File: src/rtl/arima_cfg_loader_pkg.sv
// -----------------------------------------------------------------------------
// arima_pkg
//   Shared constants and types for the ARIMA configuration loader.
//   MAX_ORDER : maximum AR/MA order and coefficient bank depth
//   DATA_W    : config word / coefficient width (signed Q16.15)
//   FRAC_W    : fractional bits of a coefficient
//   HDR_TAG   : tag byte that marks a well-formed header word
//   state_e   : loader FSM states
//   hdr_valid : header sanity check (tag, order limits, d <= 3)
// -----------------------------------------------------------------------------
package arima_pkg;

  localparam int           MAX_ORDER = 10;
  localparam int           DATA_W    = 32;
  localparam int           FRAC_W    = 15;
  localparam logic [7:0]   HDR_TAG   = 8'hA5;
  localparam logic [7:0]   MAX_D     = 8'd3;

  typedef enum logic [2:0] {
    S_HDR   = 3'd0,
    S_CONT  = 3'd1,
    S_AR    = 3'd2,
    S_MA    = 3'd3,
    S_START = 3'd4,
    S_ERR   = 3'd5
  } state_e;

  // Header layout: [7:0]=p, [15:8]=d, [23:16]=q, [31:24]=tag.
  function automatic logic hdr_valid(input logic [31:0] w, input logic [7:0] max_ord);
    return (w[31:24] == HDR_TAG) &&
           (w[7:0]   <= max_ord) &&
           (w[23:16] <= max_ord) &&
           (w[15:8]  <= MAX_D);
  endfunction

endpackage

File: src/rtl/arima_cfg_loader_if.sv
// -----------------------------------------------------------------------------
// arima_cfg_loader_if
//   Config word stream into the loader (valid/ready handshake).
//   cfg_valid : word present on cfg_data
//   cfg_first : marks cfg_data as a frame header
//   cfg_data  : config word
//   cfg_ready : loader accepts a word this cycle
//   master drives the stream, slave is the loader.
// -----------------------------------------------------------------------------
interface arima_cfg_loader_if #(
  parameter int DATA_W = arima_pkg::DATA_W
);

  logic              cfg_valid;
  logic              cfg_first;
  logic [DATA_W-1:0] cfg_data;
  logic              cfg_ready;

  modport master (
    output cfg_valid,
    output cfg_first,
    output cfg_data,
    input  cfg_ready
  );

  modport slave (
    input  cfg_valid,
    input  cfg_first,
    input  cfg_data,
    output cfg_ready
  );

endinterface

File: src/rtl/arima_cfg_loader.sv
// -----------------------------------------------------------------------------
// arima_cfg_loader
//   Parses a configuration frame (header, cont, p AR coefs, q MA coefs) into a
//   shadow bank and commits it atomically to the output bank, pulsing start.
//   A header seen mid-frame aborts the frame and restarts parsing; a bad header
//   parks the loader in S_ERR with a sticky cfg_err until a good header.
//
//   clk, rst_n         : clock, async active-low reset
//   cfg                : config stream (slave side)
//   p/d/q_order, cont  : committed orders and cont word
//   ar_coef, ma_coef   : committed coefficients (unused slots are zero)
//   start              : one-cycle pulse in the cycle after a commit edge
//   cfg_err            : sticky, set by a rejected header
// -----------------------------------------------------------------------------
module arima_cfg_loader #(
  parameter int MAX_ORDER = arima_pkg::MAX_ORDER,
  parameter int DATA_W    = arima_pkg::DATA_W
) (
  input  logic                     clk,
  input  logic                     rst_n,
  arima_cfg_loader_if.slave        cfg,
  output logic [31:0]              p_order,
  output logic [31:0]              d_order,
  output logic [31:0]              q_order,
  output logic [31:0]              cont,
  output logic signed [DATA_W-1:0] ar_coef [MAX_ORDER],
  output logic signed [DATA_W-1:0] ma_coef [MAX_ORDER],
  output logic                     start,
  output logic                     cfg_err
);

  import arima_pkg::*;

  state_e state_q, state_d;

  logic [3:0]               idx_q, idx_d;
  logic [7:0]               p_sh_q, d_sh_q, q_sh_q;
  logic [DATA_W-1:0]        cont_sh_q, cont_sh_d;
  logic signed [DATA_W-1:0] ar_sh_q [MAX_ORDER];
  logic signed [DATA_W-1:0] ar_sh_d [MAX_ORDER];
  logic signed [DATA_W-1:0] ma_sh_q [MAX_ORDER];
  logic signed [DATA_W-1:0] ma_sh_d [MAX_ORDER];

  logic hs, hdr_hs, word_hs, hdr_ok, last_ar, last_ma, commit;

  assign hs      = cfg.cfg_valid & cfg.cfg_ready;
  assign hdr_hs  = hs &  cfg.cfg_first;
  assign word_hs = hs & ~cfg.cfg_first;
  assign hdr_ok  = hdr_valid(cfg.cfg_data[31:0], 8'(MAX_ORDER));
  // Orders are nonzero whenever these are consulted, so the subtraction is safe.
  assign last_ar = (idx_q == 4'(p_sh_q - 8'd1));
  assign last_ma = (idx_q == 4'(q_sh_q - 8'd1));
  // Commit on the edge that enters S_START, so outputs and start line up.
  assign commit  = (state_d == S_START) && (state_q != S_START);

  // ---------------------------------------------------------------------------
  // FSM: state register
  // ---------------------------------------------------------------------------
  // NOTE: sequential state uses non-blocking (<=) so every flop samples the
  // pre-edge values; blocking (=) here would create order-dependent races.
  always_ff @(posedge clk or negedge rst_n) begin
    if (!rst_n) state_q <= S_HDR;
    else        state_q <= state_d;
  end

  // ---------------------------------------------------------------------------
  // FSM: next state and word index
  // ---------------------------------------------------------------------------
  // NOTE: every variable gets a default at the top of the block; a path that
  // leaves one unassigned would infer a latch.
  always_comb begin
    state_d = state_q;
    idx_d   = idx_q;
    if (state_q == S_START) begin
      state_d = S_HDR;
    end else if (hdr_hs) begin
      // A header restarts parsing from any state that can handshake.
      state_d = hdr_ok ? S_CONT : S_ERR;
      idx_d   = '0;
    end else if (word_hs) begin
      unique case (state_q)
        S_CONT: begin
          idx_d = '0;
          if      (p_sh_q != 8'd0) state_d = S_AR;
          else if (q_sh_q != 8'd0) state_d = S_MA;
          else                     state_d = S_START;
        end
        S_AR: begin
          if (last_ar) begin
            idx_d   = '0;
            state_d = (q_sh_q != 8'd0) ? S_MA : S_START;
          end else begin
            idx_d = idx_q + 4'd1;
          end
        end
        S_MA: begin
          if (last_ma) begin
            idx_d   = '0;
            state_d = S_START;
          end else begin
            idx_d = idx_q + 4'd1;
          end
        end
        default: ; // S_HDR / S_ERR drop non-header words
      endcase
    end
  end

  // ---------------------------------------------------------------------------
  // FSM: outputs
  // ---------------------------------------------------------------------------
  always_comb begin
    cfg.cfg_ready = rst_n && (state_q != S_START);
    start         = (state_q == S_START);
  end

  // ---------------------------------------------------------------------------
  // Shadow bank next value
  // ---------------------------------------------------------------------------
  always_comb begin
    cont_sh_d = cont_sh_q;
    ar_sh_d   = ar_sh_q;
    ma_sh_d   = ma_sh_q;
    if (hdr_hs && hdr_ok) begin
      // Clearing the whole bank covers the slots above the new orders; the
      // lower slots are rewritten by the frame before any commit.
      for (int i = 0; i < MAX_ORDER; i++) begin
        ar_sh_d[i] = '0;
        ma_sh_d[i] = '0;
      end
    end else if (word_hs) begin
      unique case (state_q)
        S_CONT:  cont_sh_d      = cfg.cfg_data;
        S_AR:    ar_sh_d[idx_q] = cfg.cfg_data;
        S_MA:    ma_sh_d[idx_q] = cfg.cfg_data;
        default: ;
      endcase
    end
  end

  // ---------------------------------------------------------------------------
  // Shadow and commit banks, error flag
  // ---------------------------------------------------------------------------
  // NOTE: the coefficient banks are reset element by element because a reset
  // must clear committed outputs and any half-loaded frame.
  always_ff @(posedge clk or negedge rst_n) begin
    if (!rst_n) begin
      idx_q     <= '0;
      p_sh_q    <= '0;
      d_sh_q    <= '0;
      q_sh_q    <= '0;
      cont_sh_q <= '0;
      cfg_err   <= 1'b0;
      p_order   <= '0;
      d_order   <= '0;
      q_order   <= '0;
      cont      <= '0;
      for (int i = 0; i < MAX_ORDER; i++) begin
        ar_sh_q[i] <= '0;
        ma_sh_q[i] <= '0;
        ar_coef[i] <= '0;
        ma_coef[i] <= '0;
      end
    end else begin
      idx_q     <= idx_d;
      cont_sh_q <= cont_sh_d;
      ar_sh_q   <= ar_sh_d;
      ma_sh_q   <= ma_sh_d;
      if (hdr_hs) begin
        cfg_err <= ~hdr_ok;
        if (hdr_ok) begin
          p_sh_q <= cfg.cfg_data[7:0];
          d_sh_q <= cfg.cfg_data[15:8];
          q_sh_q <= cfg.cfg_data[23:16];
        end
      end
      // The final word never coincides with a header, so the orders are
      // already settled; cont/coefficients come from _d to include that word.
      if (commit) begin
        p_order <= 32'(p_sh_q);
        d_order <= 32'(d_sh_q);
        q_order <= 32'(q_sh_q);
        cont    <= 32'(cont_sh_d);
        ar_coef <= ar_sh_d;
        ma_coef <= ma_sh_d;
      end
    end
  end

endmodule

File: src/flat_wrapper.sv
// flat-port wrapper written by rule: the top's interface ports become plain ports
module arima_cfg_loader_flat import arima_pkg::*;
#(
  parameter int MAX_ORDER = arima_pkg::MAX_ORDER,
  parameter int DATA_W    = arima_pkg::DATA_W
)
  (clk, rst_n, p_order, d_order, q_order, cont, ar_coef, ma_coef, start, cfg_err, cfg_cfg_valid, cfg_cfg_first, cfg_cfg_data, cfg_cfg_ready);
  arima_cfg_loader_if #(.DATA_W(DATA_W)) cfg_i ();
  input  logic clk;
  input  logic rst_n;
  output logic [31:0] p_order;
  output logic [31:0] d_order;
  output logic [31:0] q_order;
  output logic [31:0] cont;
  output logic signed [DATA_W-1:0] ar_coef[MAX_ORDER];
  output logic signed [DATA_W-1:0] ma_coef[MAX_ORDER];
  output logic start;
  output logic cfg_err;
  input wire logic [$bits(cfg_i.cfg_valid)-1:0] cfg_cfg_valid;
  input wire logic [$bits(cfg_i.cfg_first)-1:0] cfg_cfg_first;
  input wire logic [$bits(cfg_i.cfg_data)-1:0] cfg_cfg_data;
  output wire logic [$bits(cfg_i.cfg_ready)-1:0] cfg_cfg_ready;
  assign cfg_i.cfg_valid = cfg_cfg_valid;
  assign cfg_i.cfg_first = cfg_cfg_first;
  assign cfg_i.cfg_data = cfg_cfg_data;
  assign cfg_cfg_ready = cfg_i.cfg_ready;
  arima_cfg_loader #(.MAX_ORDER(MAX_ORDER), .DATA_W(DATA_W)) u_core (.clk(clk), .rst_n(rst_n), .cfg(cfg_i), .p_order(p_order), .d_order(d_order), .q_order(q_order), .cont(cont), .ar_coef(ar_coef), .ma_coef(ma_coef), .start(start), .cfg_err(cfg_err));
endmodule
File: config.mk
export PLATFORM = sky130hd
export DESIGN_NAME = arima_cfg_loader_flat
export DESIGN_NICKNAME = d
export VERILOG_FILES = /design/src/rtl/arima_cfg_loader_pkg.sv /design/src/rtl/arima_cfg_loader_if.sv /design/src/rtl/arima_cfg_loader.sv /design/src/flat_wrapper.sv
export SDC_FILE = /design/constraint.sdc
export NUM_CORES = 2
export LEC_CHECK = 0
export CAP_MARGIN = 20
export CORE_AREA = 2 2 318 320
export CTS_BUF_LIST = sky130_fd_sc_hd__clkbuf_8 sky130_fd_sc_hd__clkbuf_16
export DETAILED_ROUTE_END_ITERATION = 8
export DIE_AREA = 0 0 320 322
export GPL_ROUTABILITY_DRIVEN = 0
export HOLD_SLACK_MARGIN = 0.05
export MAX_ROUTING_LAYER = met4
export PLACE_DENSITY_LB_ADDON = 0.12
export SLEW_MARGIN = 5
export SYNTH_ARGS = -nofsm -noshare
export SYNTH_HDL_FRONTEND = slang
export SYNTH_SLANG_ARGS = --single-unit
File: constraint.sdc
create_clock -name clk -period 4.91 [get_ports clk]
set_input_delay 0.982 -clock clk [delete_from_list [all_inputs] [get_ports clk]]
set_output_delay 0.982 -clock clk [all_outputs]
set_load 0.05 [all_outputs]
Word-level counts from Yosys, hierarchy flattened
Index checks and enable logic that the tools add are counted.
{"block": "classes", "magnitude_cmp": 5, "n_bitwise": 7, "mux": 27, "n_eq_ne": 9, "addsub": 3, "n_reduce_logical": 13}
{"op": "320-bit 2-to-1 mux", "count": 6}
{"op": "320-bit bitwise mux", "count": 2}
{"op": "32-bit demux with 4-bit select", "count": 1}
{"op": "32-bit 2-to-1 mux", "count": 4}
{"op": "3-bit 2-to-1 mux", "count": 8}
{"op": "8-bit by 4-bit <= comparator with 1-bit output (second input constant)", "count": 2}
{"op": "4-bit 2-to-1 mux", "count": 4}
{"op": "8-bit nonzero test", "count": 2}
{"op": "4-bit one-hot mux with 3 select lines", "count": 1}
{"op": "3-bit one-hot mux with 3 select lines", "count": 1}
{"op": "4-bit equality test", "count": 2}
{"op": "8-bit equality test (second input constant)", "count": 1}
{"op": "8-bit by 2-bit <= comparator with 1-bit output (second input constant)", "count": 1}
{"op": "4-bit by 1-bit subtractor with 4-bit output (second input constant)", "count": 2}
{"op": "1-bit logical AND", "count": 7}
{"op": "3-bit by 2-bit equality test with 1-bit output (second input constant)", "count": 2}
{"op": "3-bit equality test (second input constant)", "count": 2}
{"op": "5-bit >= comparator (second input constant)", "count": 1}
{"op": "5-bit by 1-bit < comparator with 1-bit output (second input constant)", "count": 1}
{"op": "4-bit NOT with 5-bit output", "count": 1}
{"op": "4-bit by 1-bit adder with 4-bit output (second input constant)", "count": 1}
{"op": "4-bit nonzero test", "count": 1}
{"op": "1-bit bitwise AND", "count": 3}
{"op": "3-bit by 1-bit equality test with 1-bit output (second input constant)", "count": 1}
{"op": "5 further kinds", "count": 7}
{"block": "word_totals", "output_inout_bits": 771, "wordCells": 115, "register_bits": 1400}

Logic depth before layout (Yosys ltp)
{"block": "depth", "depth_word": 9, "ltp_mapped": 10, "ltp_nobuf": 7}

Worst setup path after synthesis
OpenSTA, ideal clock, no wires.
{"block": "synth_path", "path_kind": "input to register", "from": "input cfg_cfg_data[5]", "to": "register u_core.d_sh_q[0]", "path_buffers": 3, "arrival_ns": 2.864, "path_slack_ns": 1.921, "required_time_ns": 4.785, "stages": 7, "path_cell_list": "nor4_1 o211ai_1 a2111oi_2 buf_2 clkbuf_1 buf_2 mux2_2"}
{"block": "synth_between", "elab_chain_cells": 5}
{"element": "from (decl)", "line_no": "flat_wrapper.sv:21", "rtl": "input wire logic [$bits(cfg_i.cfg_data)-1:0] cfg_cfg_data;"}
{"element": "8-bit by 4-bit <= comparator with 1-bit output", "line_no": "arima_cfg_loader_pkg.sv:31", "rtl": "(w[7:0] <= max_ord) &&"}
{"element": "1-bit logical AND", "line_no": "arima_cfg_loader_pkg.sv:30", "rtl": "return (w[31:24] == HDR_TAG) &&"}
{"element": "1-bit logical AND", "line_no": "arima_cfg_loader_pkg.sv:31"}
{"element": "1-bit logical AND", "line_no": "arima_cfg_loader_pkg.sv:32", "rtl": "(w[23:16] <= max_ord) &&"}
{"element": "2-bit AND reduction (no line)"}
{"element": "to (signal assigned)", "line_no": "arima_cfg_loader.sv:173", "rtl": "d_sh_q <= cfg.cfg_data[15:8];"}
{"element": "to (decl)", "line_no": "arima_cfg_loader.sv:37", "rtl": "logic [7:0] p_sh_q, d_sh_q, q_sh_q;"}
Every way passes these cells.
A chain may end at the register's enable or synchronous reset.

Final worst setup path
{"block": "layout_path", "from": "register u_core.state_q[1]", "to": "output start"}
{"block": "layout_between", "elab_chain_cells": 1}
{"element": "from (decl)", "line_no": "arima_cfg_loader.sv:34", "rtl": "state_e state_q, state_d;"}
{"element": "from (signal assigned)", "line_no": "arima_cfg_loader.sv:63", "rtl": "else state_q <= state_d;"}
{"element": "3-bit equality test", "line_no": "arima_cfg_loader.sv:114", "rtl": "start = (state_q == S_START);"}
{"element": "to (decl)", "line_no": "flat_wrapper.sv:17", "rtl": "output logic start;"}
Every way passes these cells.

==> results by group <==
Global route
  • Initial antenna violation count: 6
  • Largest net degree at the start of global routing: around 180
  • All-layer global routing usage: 31.6%
  • Vias in the first global route: around 34000
  • First-pass GRT wire length: between 200000 and 250000 um
  • Grt ovf: 0

Synthesis
  • Seq/Total Area, Yosys: approximately 64%
  • Dominant cell type by area after synthesis: dfrtp_1
  • Post-synth cell types: 45
  • Main synth FF type: dfrtp_1
  • Mapped Area: 55100 um^2
  • Async SR Flop Fraction: 100%
  • EDFF count, synth: 0
  • Cells after synthesis: ~3900
  • Main area contributors after synthesis: dfrtp_1, mux2_2, mux2i_1, nor2_1, mux2_1
  • Synth Register Bits: 1400
  • Share of the synthesized area in the top cell type: a little under two thirds
  • Synth warn: 0
  • Post-Syn Area per Cell: about 14 um^2

Setup path
  • Worst Path Arrival: about 2800 ps
  • Crit. path cell count: 3
  • Worst Reg-to-Reg Cells: 10
  • Cell family with most CP delay: buffers and inverters
  • Worst setup SP type: flop
  • Nature of the critical path endpoint: output port
  • Worst Path Max Fanout: 14
  • Worst path cell trace: or3b_1, inv_1, clkdlybuf4s50_1
  • Buf+Inv Stages, Crit Path: 2
  • Worst Path Required: roughly 4000 ps
  • Critical path's slowest cell: clkdlybuf4s50_1
  • Max incr delay on CP: 910 ps
  • Critical Setup Path Class: reg2out

Routing
  • Routed len/inst: ~26 um
  • Vias/cell: about 5.6
  • DRC Markers: 0
  • First-pass DRT Iterations: 5
  • WL final: ~160000 um
  • Routed Antenna Nets: 0
  • Met3 wire len: around 8300 um
  • Wire length on met2: between 70000 and 80000 um
  • Routed vias: 33700
  • Top layer in use: met4
  • DR iter-0 viols: around 2800
  • Met1 wire length: roughly 67000 um

Clock network
  • Postcts setup bufs: 0
  • Clock-pin transition on the worst setup and hold timing paths: ~60 ps
  • CTS root buffer: clkbuf_16
  • Hold buffers post-CTS: 0
  • Clk Latency, worst-skew pair: approximately 740 ps
  • Post-CTS sizing: 0
  • CTS max path bufs: 3
  • Clk sinks: between 1000 and 1500
  • CTS Buf Count: 141
  • TritonCTS clock tree: done
  • H-tree depth: 4

Hold path
  • Worst min path class: in2async

Final layout
  • Synth-to-Final Area Change: 23.3%
  • Share of layout cells above drive strength 1: 20.9%
  • Final nets: roughly 4600
  • Most common library cell in the layout ignoring fill and taps: dfrtp_1
  • Utilization after layout: roughly two thirds
  • Final Non-Filler Cells: around 6000
  • Most frequent cells in the layout: dfrtp_1, clkdlybuf4s50_1, nor2_1, mux2i_1, mux2_2
  • Final instance area: 67900 um^2

Timing
  • Unrepaired setup endpoints after global routing: no
  • Setup violators final: 0
  • Hold Vio Cnt, Final: 0
  • Max Fclk: ~0.26 GHz
  • Final slew viol count: 0
  • Part of the cycle the worst path needs: 77.8%
  • Worst Skew: approximately 21 ps
  • Worst Tran Pin Value: around 1100 ps
  • Slew HR: approximately a quarter
  • TNS Setup: 0 ps
  • Minimum clock period: 3820 ps

Floorplanning
  • Chip height: 322 um
  • Rows: around 120
  • Core area: between 90000 and 100000 um^2
  • Starting density of the core: ~55%
  • Die W: ~320 um
  • Total Die Area: between 100000 and 150000 um^2
  • # IOs: 807

Job
  • Max-Cap Viols: 0

Power and ir drop
  • Power, Total: approximately 27000 uW
  • Static Leakage: roughly 0.038 uW
  • PwrDens: 401 nW/um^2
  • Peak supply drop: about 0.4 mV

Status
  • Run status: finished, final reports clean

Placement
  • Inst Count DP: between 5000 and 6000
  • Dpl hpwl: 101000 um
  • Area after DPL: between 60000 and 70000 um^2
  • IO buf count: about 730
## per-stage QoR
step	hold WS [ps]	setup slack [ps]
finish	140	1090
global route	139	1050
CTS	113	1090
detailed placement	474	747
global placement	465	538
floorplan	456	1920
## synth_stat cells (12+ instances only)
| library cell | n |
|---|---|
| dfrtp_1 | 1400 |
| mux2i_1 | 640 |
| buf_4 | 76 |
| mux2_1 | 113 |
| buf_2 | 108 |
| buf_1 | 38 |
| nand3_1 | 16 |
| nor2_1 | 649 |
| nor2b_1 | 17 |
| clkbuf_1 | 112 |
| nand2_1 | 12 |
| mux2_2 | 621 |
| buf_6 | 33 |
## power breakdown
group / internal [uW] / switching [uW]
Sequential: 12300 / 448
Clock: 6300 / 4390
Combinational: 1280 / 2550
## kinds of logic (layout without fill, tap and decap cells)
kind of cell / Yosys count / count (layout) / synth area share, %
multiplexers: 1374 / 1374 / 26.6
adder cells (fa/ha/maj): 7 / 7 / 0.159
AND/OR/NAND/NOR: 733 / 733 / 5.33
buffers and inverters: 377 / 1084 / 3.78
AO/OA/AOI/OAI: 27 / 27 / 0.338
XOR/XNOR: 10 / 10 / 0.213
other: 1 / 74 / 0.00680
flip-flops: 1400 / 1400 / 63.6
## flip-flops by register name, indices dropped and copies added, names as in the netlist
name and count:
u_core.ar_coef 320, u_core.ar_sh_q 320, u_core.ma_coef 320, u_core.ma_sh_q 320, u_core.cont 32, u_core.cont_sh_q 32, u_core.d_order 8, u_core.d_sh_q 8
u_core.p_order 8, u_core.p_sh_q 8, u_core.q_order 8, u_core.q_sh_q 8, u_core.idx_q 4, u_core.state_q 3, u_core.cfg_err 1
## routing by layer
metal | vias up | global-route usage (%)
met2 | 1093 | 49.2
met5 | - | -
met4 | 0 | 12.4
met1 | 17800 | 41.9
met3 | 259 | 5.41
li1 | 14500 | -
## worst register-to-register path, delay by kind of cell, from the launching register on
kind                       cells  cell delay, ps
buffers and inverters          4             930
muxes                          1             470
and+or+nand+nor                2             450
DFF                            1             420
AOI/OAI and AO/OA              1             410
xor gates and xnor gates       1             400
adders and majority gates      1             160
## cell type report
| type | count | area (um^2) |
|---|---|---|
| Sequential cell | 1400 | 35000 |
| Clock inverter | 70 | 553 |
| Tap cell | 1298 | 1620 |
| Fill cell | 7240 | 31600 |
| Antenna cell | 2 | 5.00 |
| Timing Repair Buffer | 827 | 8210 |
| Clock buffer | 177 | 4100 |
| Multi-Input combinational cell | 2223 | 18400 |
| Inverter | 10 | 37.5 |
## final timing paths
kind	startpoint	to	slack, ps
min in group clk	u_core.ma_coef[254]$_DFFE_PN0P_	u_core.ma_coef[254]$_DFFE_PN0P_	480
max in group asynchronous	rst_n	u_core.ar_sh_q[117]$_DFF_PN0_	2690
worst min register to register	u_core.ma_coef[254]$_DFFE_PN0P_	u_core.ma_coef[254]$_DFFE_PN0P_	480
worst max register to register	u_core.q_sh_q[0]$_DFFE_PN0P_	u_core.ar_coef[56]$_DFFE_PN0P_	1570
worst min-delay path	rst_n	u_core.ma_sh_q[137]$_DFF_PN0_	140
worst max-delay path	u_core.state_q[1]$_DFF_PN0_	start	1090
Power figures use the tool's default switching activity.
